$ cat config.mk
export PLATFORM = sky130hd
export DESIGN_NAME = egress_port_queue
export DESIGN_NICKNAME = d
export VERILOG_FILES = /design/src/rtl/egress_port_queue.sv
export SDC_FILE = /design/constraint.sdc
export NUM_CORES = 2
export LEC_CHECK = 0
export ABC_CLOCK_PERIOD_IN_PS = 31700
export CAP_MARGIN = 20
export CORE_MARGIN = 2
export CORE_UTILIZATION = 30
export DETAILED_ROUTE_END_ITERATION = 8
export GPL_TIMING_DRIVEN = 0
export PLACE_DENSITY = 0.44
export SLEW_MARGIN = 15
export SYNTH_ARGS = -nofsm -noshare
export SYNTH_HDL_FRONTEND = slang
export SYNTH_SLANG_ARGS = --single-unit
$ cat constraint.sdc
create_clock -name clk -period 31.7 [get_ports clk]
set_clock_uncertainty 0.15 [all_clocks]
set_input_delay 6.34 -clock clk [delete_from_list [all_inputs] [get_ports clk]]
set_output_delay 6.34 -clock clk [all_outputs]
set_load 0.02 [all_outputs]
$ cat src/rtl/egress_port_queue.sv
// Egress port queue: AXIS FIFO, registered output stage, CT/SAF/bypass modes.
// Optional packet statistics enabled by EGRESS_PORT_QUEUE_STATS_EN.
module egress_port_queue #(
  parameter int PORT_ID    = 0,
  parameter int DATA_W     = 64,
  parameter int USER_W     = 64,
  parameter int FIFO_DEPTH = 16,
  parameter int CNT_W      = 32
) (
  input  logic                          clk,
  input  logic                          rst_n,
  input  logic                          saf_mode,
  input  logic                          axis_in_tvalid,
  input  logic [DATA_W-1:0]             axis_in_tdata,
  input  logic [DATA_W/8-1:0]           axis_in_tkeep,
  input  logic [USER_W-1:0]             axis_in_tuser,
  input  logic                          axis_in_tlast,
  output logic                          axis_in_tready,
  output logic                          ext_out_valid,
  output logic [DATA_W-1:0]             ext_out_data,
  output logic [DATA_W/8-1:0]           ext_out_keep,
  output logic [USER_W-1:0]             ext_out_user,
  output logic                          ext_out_last,
  input  logic                          ext_in_ready,
  output logic [$clog2(FIFO_DEPTH):0]   fifo_level,
  output logic [7:0]                    port_id,
  output logic [CNT_W-1:0]              pkt_rx_count,
  output logic [CNT_W-1:0]              pkt_tx_count,
  output logic [CNT_W-1:0]              saf_bypass_count
);
  localparam int KW = DATA_W / 8;
  localparam int AW = $clog2(FIFO_DEPTH);
  localparam int LW = AW + 1;
  localparam int EW = DATA_W + KW + USER_W + 1;

  typedef enum logic [1:0] {IDLE, FWD, BYPASS} state_t;

  logic [EW-1:0] mem_q [FIFO_DEPTH];
  logic [AW-1:0] wr_ptr_q, wr_ptr_d, rd_ptr_q, rd_ptr_d;
  logic [LW-1:0] level_q, level_d;
  logic [LW-1:0] avail_q, avail_d, cpl_q, cpl_d;
  logic          wr_cmt_q, wr_cmt_d, last_cmt_q, last_cmt_d;
  state_t        state_q, state_d;
  logic          cur_mode_q, cur_mode_d;
  logic          ovld_q, ovld_d, olast_q, olast_d;
  logic [DATA_W-1:0] odata_q, odata_d;
  logic [KW-1:0]     okeep_q, okeep_d;
  logic [USER_W-1:0] ouser_q, ouser_d;

  logic          wr, load, elig, eff_saf, full, head_last, bypass_hit;
  logic [EW-1:0] head;

  assign full      = (level_q == LW'(FIFO_DEPTH));
  assign wr        = axis_in_tvalid && !full;
  assign head      = mem_q[rd_ptr_q];
  assign head_last = head[EW-1];
  assign eff_saf   = (state_q == IDLE) ? saf_mode : cur_mode_q;
  // avail/cpl see writes one edge late, giving the two-edge input-to-output latency
  assign elig = (avail_q != '0) &&
                (state_q == BYPASS || !eff_saf || cpl_q != '0);
  assign load = elig && (!ovld_q || ext_in_ready);

  always_comb begin
    wr_ptr_d   = wr_ptr_q + AW'(wr);
    rd_ptr_d   = rd_ptr_q + AW'(load);
    level_d    = level_q + LW'(wr) - LW'(load);
    wr_cmt_d   = wr;
    last_cmt_d = wr && axis_in_tlast;
    avail_d    = avail_q + LW'(wr_cmt_q) - LW'(load);
    cpl_d      = cpl_q + LW'(last_cmt_q) - LW'(load && head_last);
  end

  always_comb begin
    state_d    = state_q;
    cur_mode_d = cur_mode_q;
    bypass_hit = 1'b0;
    unique case (state_q)
      IDLE: begin
        if (saf_mode && full && cpl_q == '0) begin
          state_d    = BYPASS;
          cur_mode_d = 1'b1;
          bypass_hit = 1'b1;
        end else if (load) begin
          cur_mode_d = saf_mode;
          state_d    = head_last ? IDLE : FWD;
        end
      end
      FWD: begin
        if (cur_mode_q && full && cpl_q == '0) begin
          state_d    = BYPASS;
          bypass_hit = 1'b1;
        end else if (load && head_last) begin
          state_d = IDLE;
        end
      end
      BYPASS: if (load && head_last) state_d = IDLE;
      default: state_d = IDLE;
    endcase
  end

  always_comb begin
    ovld_d  = ovld_q;
    olast_d = olast_q;
    odata_d = odata_q;
    okeep_d = okeep_q;
    ouser_d = ouser_q;
    if (load) begin
      ovld_d = 1'b1;
      {olast_d, ouser_d, okeep_d, odata_d} = head;
    end else if (ext_in_ready) begin
      ovld_d = 1'b0;
    end
  end

  always_ff @(posedge clk) begin
    if (wr) mem_q[wr_ptr_q] <= {axis_in_tlast, axis_in_tuser,
                                axis_in_tkeep, axis_in_tdata};
  end

  always_ff @(posedge clk) begin
    if (!rst_n) begin
      wr_ptr_q   <= '0;
      rd_ptr_q   <= '0;
      level_q    <= '0;
      avail_q    <= '0;
      cpl_q      <= '0;
      wr_cmt_q   <= 1'b0;
      last_cmt_q <= 1'b0;
      state_q    <= IDLE;
      cur_mode_q <= 1'b0;
      ovld_q     <= 1'b0;
      olast_q    <= 1'b0;
      odata_q    <= '0;
      okeep_q    <= '0;
      ouser_q    <= '0;
    end else begin
      wr_ptr_q   <= wr_ptr_d;
      rd_ptr_q   <= rd_ptr_d;
      level_q    <= level_d;
      avail_q    <= avail_d;
      cpl_q      <= cpl_d;
      wr_cmt_q   <= wr_cmt_d;
      last_cmt_q <= last_cmt_d;
      state_q    <= state_d;
      cur_mode_q <= cur_mode_d;
      ovld_q     <= ovld_d;
      olast_q    <= olast_d;
      odata_q    <= odata_d;
      okeep_q    <= okeep_d;
      ouser_q    <= ouser_d;
    end
  end

`ifdef EGRESS_PORT_QUEUE_STATS_EN
  logic [CNT_W-1:0] rx_q, rx_d, tx_q, tx_d, byp_q, byp_d;

  always_comb begin
    rx_d  = rx_q;
    tx_d  = tx_q;
    byp_d = byp_q;
    if (wr && axis_in_tlast && rx_q != '1) rx_d = rx_q + CNT_W'(1);
    if (ovld_q && ext_in_ready && olast_q && tx_q != '1)
      tx_d = tx_q + CNT_W'(1);
    if (bypass_hit && byp_q != '1) byp_d = byp_q + CNT_W'(1);
  end

  always_ff @(posedge clk) begin
    if (!rst_n) begin
      rx_q  <= '0;
      tx_q  <= '0;
      byp_q <= '0;
    end else begin
      rx_q  <= rx_d;
      tx_q  <= tx_d;
      byp_q <= byp_d;
    end
  end

  assign pkt_rx_count     = rx_q;
  assign pkt_tx_count     = tx_q;
  assign saf_bypass_count = byp_q;
`else
  logic unused_bypass;
  assign unused_bypass    = bypass_hit;
  assign pkt_rx_count     = '0;
  assign pkt_tx_count     = '0;
  assign saf_bypass_count = '0;
`endif

  assign axis_in_tready = !full;
  assign ext_out_valid  = ovld_q;
  assign ext_out_data   = odata_q;
  assign ext_out_keep   = okeep_q;
  assign ext_out_user   = ouser_q;
  assign ext_out_last   = olast_q;
  assign fifo_level     = level_q;
  assign port_id        = 8'(PORT_ID);
endmodule

---- After elaboration in Yosys (flattened, before gate mapping) ----
Memories as Yosys holds them, arrays and structs flattened. A register that Yosys moved wholly into a read port is not among the register bits.
Cells that the tools add are included.
W data, S select, Z words.
word-level totals
  register bits after elaboration ......... 166
  word-level logic and storage cells ...... 63
  bits of input ports ..................... 142
  RAM bits ................................ 2,192
  memories kept ........................... 1
cells by class
  equal/unequal tests ..................... 4
  reductions and logical operators ........ 22
  muxes and demuxes ....................... 14
  $add $sub $neg .......................... 8
memory list
  memory  words  width  rd ports  clocked after Yosys merged registers in  wr ports  line  RTL
  mem_q   16     137    1         1                                        1         38    logic [EW-1:0] mem_q [FIFO_DEPTH];
operators with widths
  kind                  number
  $add A5 B1 Y5         3
  $sub A5 B1 Y5         3
  $reduce_bool A5 Y1    2
  $logic_and A1 B1 Y1   9
  $add A4 B1 Y4         2
  $mux W1               8
  $mux W2               4
  $pmux W2 S3           1
  $eq A5 B5 Y1 const B  1
  $logic_not A5 Y1      1
  $mux W4               1
  $reduce_bool A2 Y1    2
  $logic_not A1 Y1      3
  $logic_or A1 B1 Y1    3
  $ne A3 B2 Y1 const B  1
  $eq A2 B1 Y1 const B  1
  $eq A2 B2 Y1 const B  1
  $logic_not A2 Y1      1
  $reduce_and A2 Y1     1

---- Depth between registers and ports, before layout ----
  word-level depth ........................ 11
  gate-level depth with buffers ........... 16
  mapped depth without buffers ............ 16

---- Worst setup path before layout ----
Ideal clock, no wire load.
  path kind ............................... input to register
  start ................................... input port axis_in_tvalid
  end ..................................... memory mem_q[0][0] in the netlist's numbering (enable)
  setup slack ............................. 14.722 ns
  data required time ...................... 30.749 ns
  arrival time ............................ 16.027 ns
  library setup time ...................... 0.801 ns
  stages .................................. 3
  cell sequence ........................... nand2_1 > or3_1 > nor3_1
between the ends
  word-level cells in the longest chain between the ends .. 3
ends and longest elaborated chain
  item                           line  RTL
  from (decl)                    13    input logic axis_in_tvalid,
  $logic_and A1 B1 Y1            54    assign wr = axis_in_tvalid && !full;
  $mux W1                        116   if (wr) mem_q[wr_ptr_q] <= {axis_in_tlast, axis_in_tuser,
  $mux W1 (implied by the code)  116
  to (decl)                      38
Every way passes these cells.

---- Worst setup path in the final report ----
  start ................................... input port axis_in_tvalid
  end ..................................... memory mem_q[3][34] in the netlist's numbering (enable)
between the ends
  word-level cells in the longest chain between the ends .. 3
ends and longest elaborated chain
  item                           line  RTL
  $logic_and A1 B1 Y1            54
  via wr                         50    logic wr, load, elig, eff_saf, full, head_last, bypass_hit;
  $mux W1                        116
  $mux W1 (implied by the code)  116
The timed path passes the listed nets, and every way through them passes these cells.

==> results.md <==
* Status: completed
* Logic pwr share at 23.3%
* #FFs+latches synth at 2358
* Top cell type by total area after synthesis: edfxtp_1
* Initial Utilization at 30.16%
* Worst Hold Depth at 1
* Final-stage net count at 5063
* Row count at 199
* CTS tree: done
* Slew margin rel. at 23.35%
* DRC viols at 0
* Sequential area share after synthesis at 77.97%
* Max IR drop VDD at 0.04051 mV
* Final setup fails at 0
* Yosys warning total at 0
* Hold WC Path Type: reg -> reg
* Worst path cell trace: clkdlybuf4s50_1 > nand2_1 > inv_1 > nand3_1 > nor3_2 > buf_4 > buf_4 > buf_4 > buf_4 > buf_6 > buf_4 > buf_4
* Ys async rst share at 0%
* Flop pwr share at 42.4%
* Critical path's slowest cell: nor3_2
* Die Area at 0.3000 sq mm
* # fillers at 26.81k
* Final hold viol count at 0
* R2r startpoint: rd_ptr_q[1]
* Clk sinks at 2358
* Final Cycle Share at 29.76%
* WL/cell at 28.69 um
* Int Pwr at 0.006166 W
* Final WS setup at 22.27 ns
* Routability cong. at 0.7155
* Final Max Slew Viols at 0
* DR pass1 iterations at 5
* CP max FO at 8
* Top post-synthesis cells by area: edfxtp_1 (74%), mux4_2 (13%), dfxtp_1 (3.7%)
* Reg-to-reg setup timing slack at 26.91 ns
* Syn avg cell area at 22.03 sq um
* Largest net degree at the start of global routing at 20
* Number of global-route vias before repair at 45.21k
* Setup CP Type: in -> reg
* Die height at 547.7 um
* Max stage delay on crit path at 0.76 ns
* RSZ-0062 raised after global routing: false
* Post-synth EDFFs at 2192
* Fmax at 0.1060 GHz
* Clk Latency, worst-skew pair at 0.85 ns
* DRT iter0 DRCs at 3875
* HP Start: ext_out_data[24]
* Port buffer count at 285
* Buf+Inv Stages, Crit Path at 9
* Max Root-Sink Buffers at 4
* Num CTS Buffers at 270
* WL final at 259100 um
* TNS Setup at 0 ns
* Top-area cell type share of the netlist area at 74.22%
* Multi-input gate area at 0.01791 sq mm
* Post-CTS setup buffers at 0
* Power per cell area at 79.39 mW/mm^2
* Critical path's most frequent cell: buf_4
* First-pass GRT wire length at 360100 um
* Total number of vias at 43.76k
* R2R cell count at 16
* Worst Path Required at 32.07 ns
* Hold endpoint: ext_out_data[24]
* Synth Instances at 4026
* Worst setup EP type: flop
* Post-cts hold buffer count at 0
* Final ANT Viol Nets at 0
* Reg clk slew, reported paths at 0.05 ns
* Startpoint types: input pin
* Sw Pwr at 0.002459 W
* Layout cell share with drive strength beyond 1 at 28.30%
* Synth cell types at 48
* Hpwl dp at 174100 um
* CTS resizes at 0
* Clock power share at 34.3%
* Root buf cell: clkbuf_16
* Layout overhead on the synthesized area at 22.50%
* Total track usage at 17.01%
* Top-count cell post-synth: edfxtp_1
* Die Span X at 547.7 um
* Synth cell count leaders: edfxtp_1 (2192), mux4_2 (502), a22oi_1 (253)
* Static leakage at 34.78 nW
* Initial antenna violation count at 57
* Gr ovfl total at 0
* Period minus WS final at 9.433 ns
* Worst-Margin Slew at 1.150 ns
* Reg area at 0.06915 sq mm
* Most common flop cell mapped by yosys: edfxtp_1
* DP Worst Slack at 21.40 ns
* Cell Area, Synth at 0.08869 sq mm
* IO Pins at 390
* Max H-tree Level at 5
* R2r endpoint: cpl_q[4]
* Max-cap violations at 0
* Vias per inst at 4.845
* Core footprint at 0.2941 sq mm
* Arrival @ worst endpoint at 9.80 ns
* CP delay by family, top: buffers and inverters
* Switching Fraction at 28.52%
per-stage QoR:
step / hold WS, ns / cells / util (%) / instance area, sq um / total power [W]
floorplan: 0.3163 / 4129 / - / 89070 / 0.004943
CTS: 0.3308 / 9021 / 36.94 / 108600 / 0.008773
detailed placement: 0.3132 / 8543 / 34.12 / 100300 / 0.005787
global route: 0.3417 / 9022 / 36.94 / 108600 / 0.008999
global placement: 0.3139 / 8333 / 32.93 / 96830 / 0.005817
finish: 0.3277 / 9031 / 36.95 / 108600 / 0.008625
registers in the layout, indices dropped and copies added, names as in the netlist:
register and cells:
fifo_level 5, wr_cmt_q 1, wr_ptr_q 4, rd_ptr_q 4, state_q 2, ext_out_keep 8, mem_q 2192, avail_q 5
ext_out_last 1, cpl_q 5, cur_mode_q 1, ext_out_valid 1, ext_out_data 64, last_cmt_q 1, ext_out_user 64
metal layers:
metal	global-route usage [%]	vias up	wire length (um)
li1	-	18550	-
met1	23.20	23580	113400
met3	3.042	362	14020
met2	28.40	1237	126500
met5	0	-	160
met4	3.574	26	4983
power by group through the flow:
stage	registers, W	logic (W)	clock network (W)
2_1_floorplan	0.00378	0.00116	0
4_1_cts	0.00366	0.00207	0.00304
3_5_place_dp	0.00372	0.00206	0
6_report	0.00365	0.00201	0.00296
3_3_place_gp	0.00380	0.00202	0
5_1_grt	0.00367	0.00216	0.00317
cells in the final DEF (no fill, tap or decap), types with 104 or more instances in the layout:
master / n
mux4_2: 502
a22o_1: 137
nand2_1: 123
buf_2: 122
clkdlybuf4s50_1: 285
conb_1: 104
buf_4: 181
clkbuf_16: 276
dfxtp_1: 166
clkbuf_1: 132
edfxtp_1: 2192
a22oi_1: 253
how the worst max path moves through the flow:
stage,endpoint,slack [ns],start,depth (start not counted)
finish,mem_q[3][34],22.27,axis_in_tvalid,12
global route,mem_q[3][25],22.14,axis_in_tvalid,12
CTS,mem_q[3][33],22.29,axis_in_tvalid,12
detailed placement,mem_q[3][35],21.40,axis_in_tvalid,12
global placement,mem_q[0][35],-0.92,axis_in_tvalid,4
floorplan,mem_q[0][0],14.72,axis_in_tvalid,3
cell type report:
type / count / share of cell area [%]
clock inverters: 97 / 0.6795
flip-flops and latches: 2358 / 63.64
clock buffers: 381 / 6.950
diodes: 10 / 0.02303
inverters: 21 / 0.07255
well taps: 3919 / 4.513
plain buffers: 329 / 1.899
multi-input cells: 1421 / 16.49
repair buffers: 495 / 5.733
cells by family (layout without fill, tap and decap cells):
kind of cell / count (synthesis) / count (layout) / synth area share [%]
AOI/OAI and AO/OA: 475 / 475 / 4.125
xor gates and xnor gates: 13 / 13 / 0.1284
adders and majority gates: 25 / 25 / 0.3781
buffers and inverters: 350 / 1323 / 2.407
DFF: 2358 / 2358 / 77.97
muxes: 595 / 595 / 13.92
other: 1 / 114 / 0.004228
and+or+nand+nor: 209 / 209 / 1.074
No activity file was read; power rests on OpenSTA's default activity.
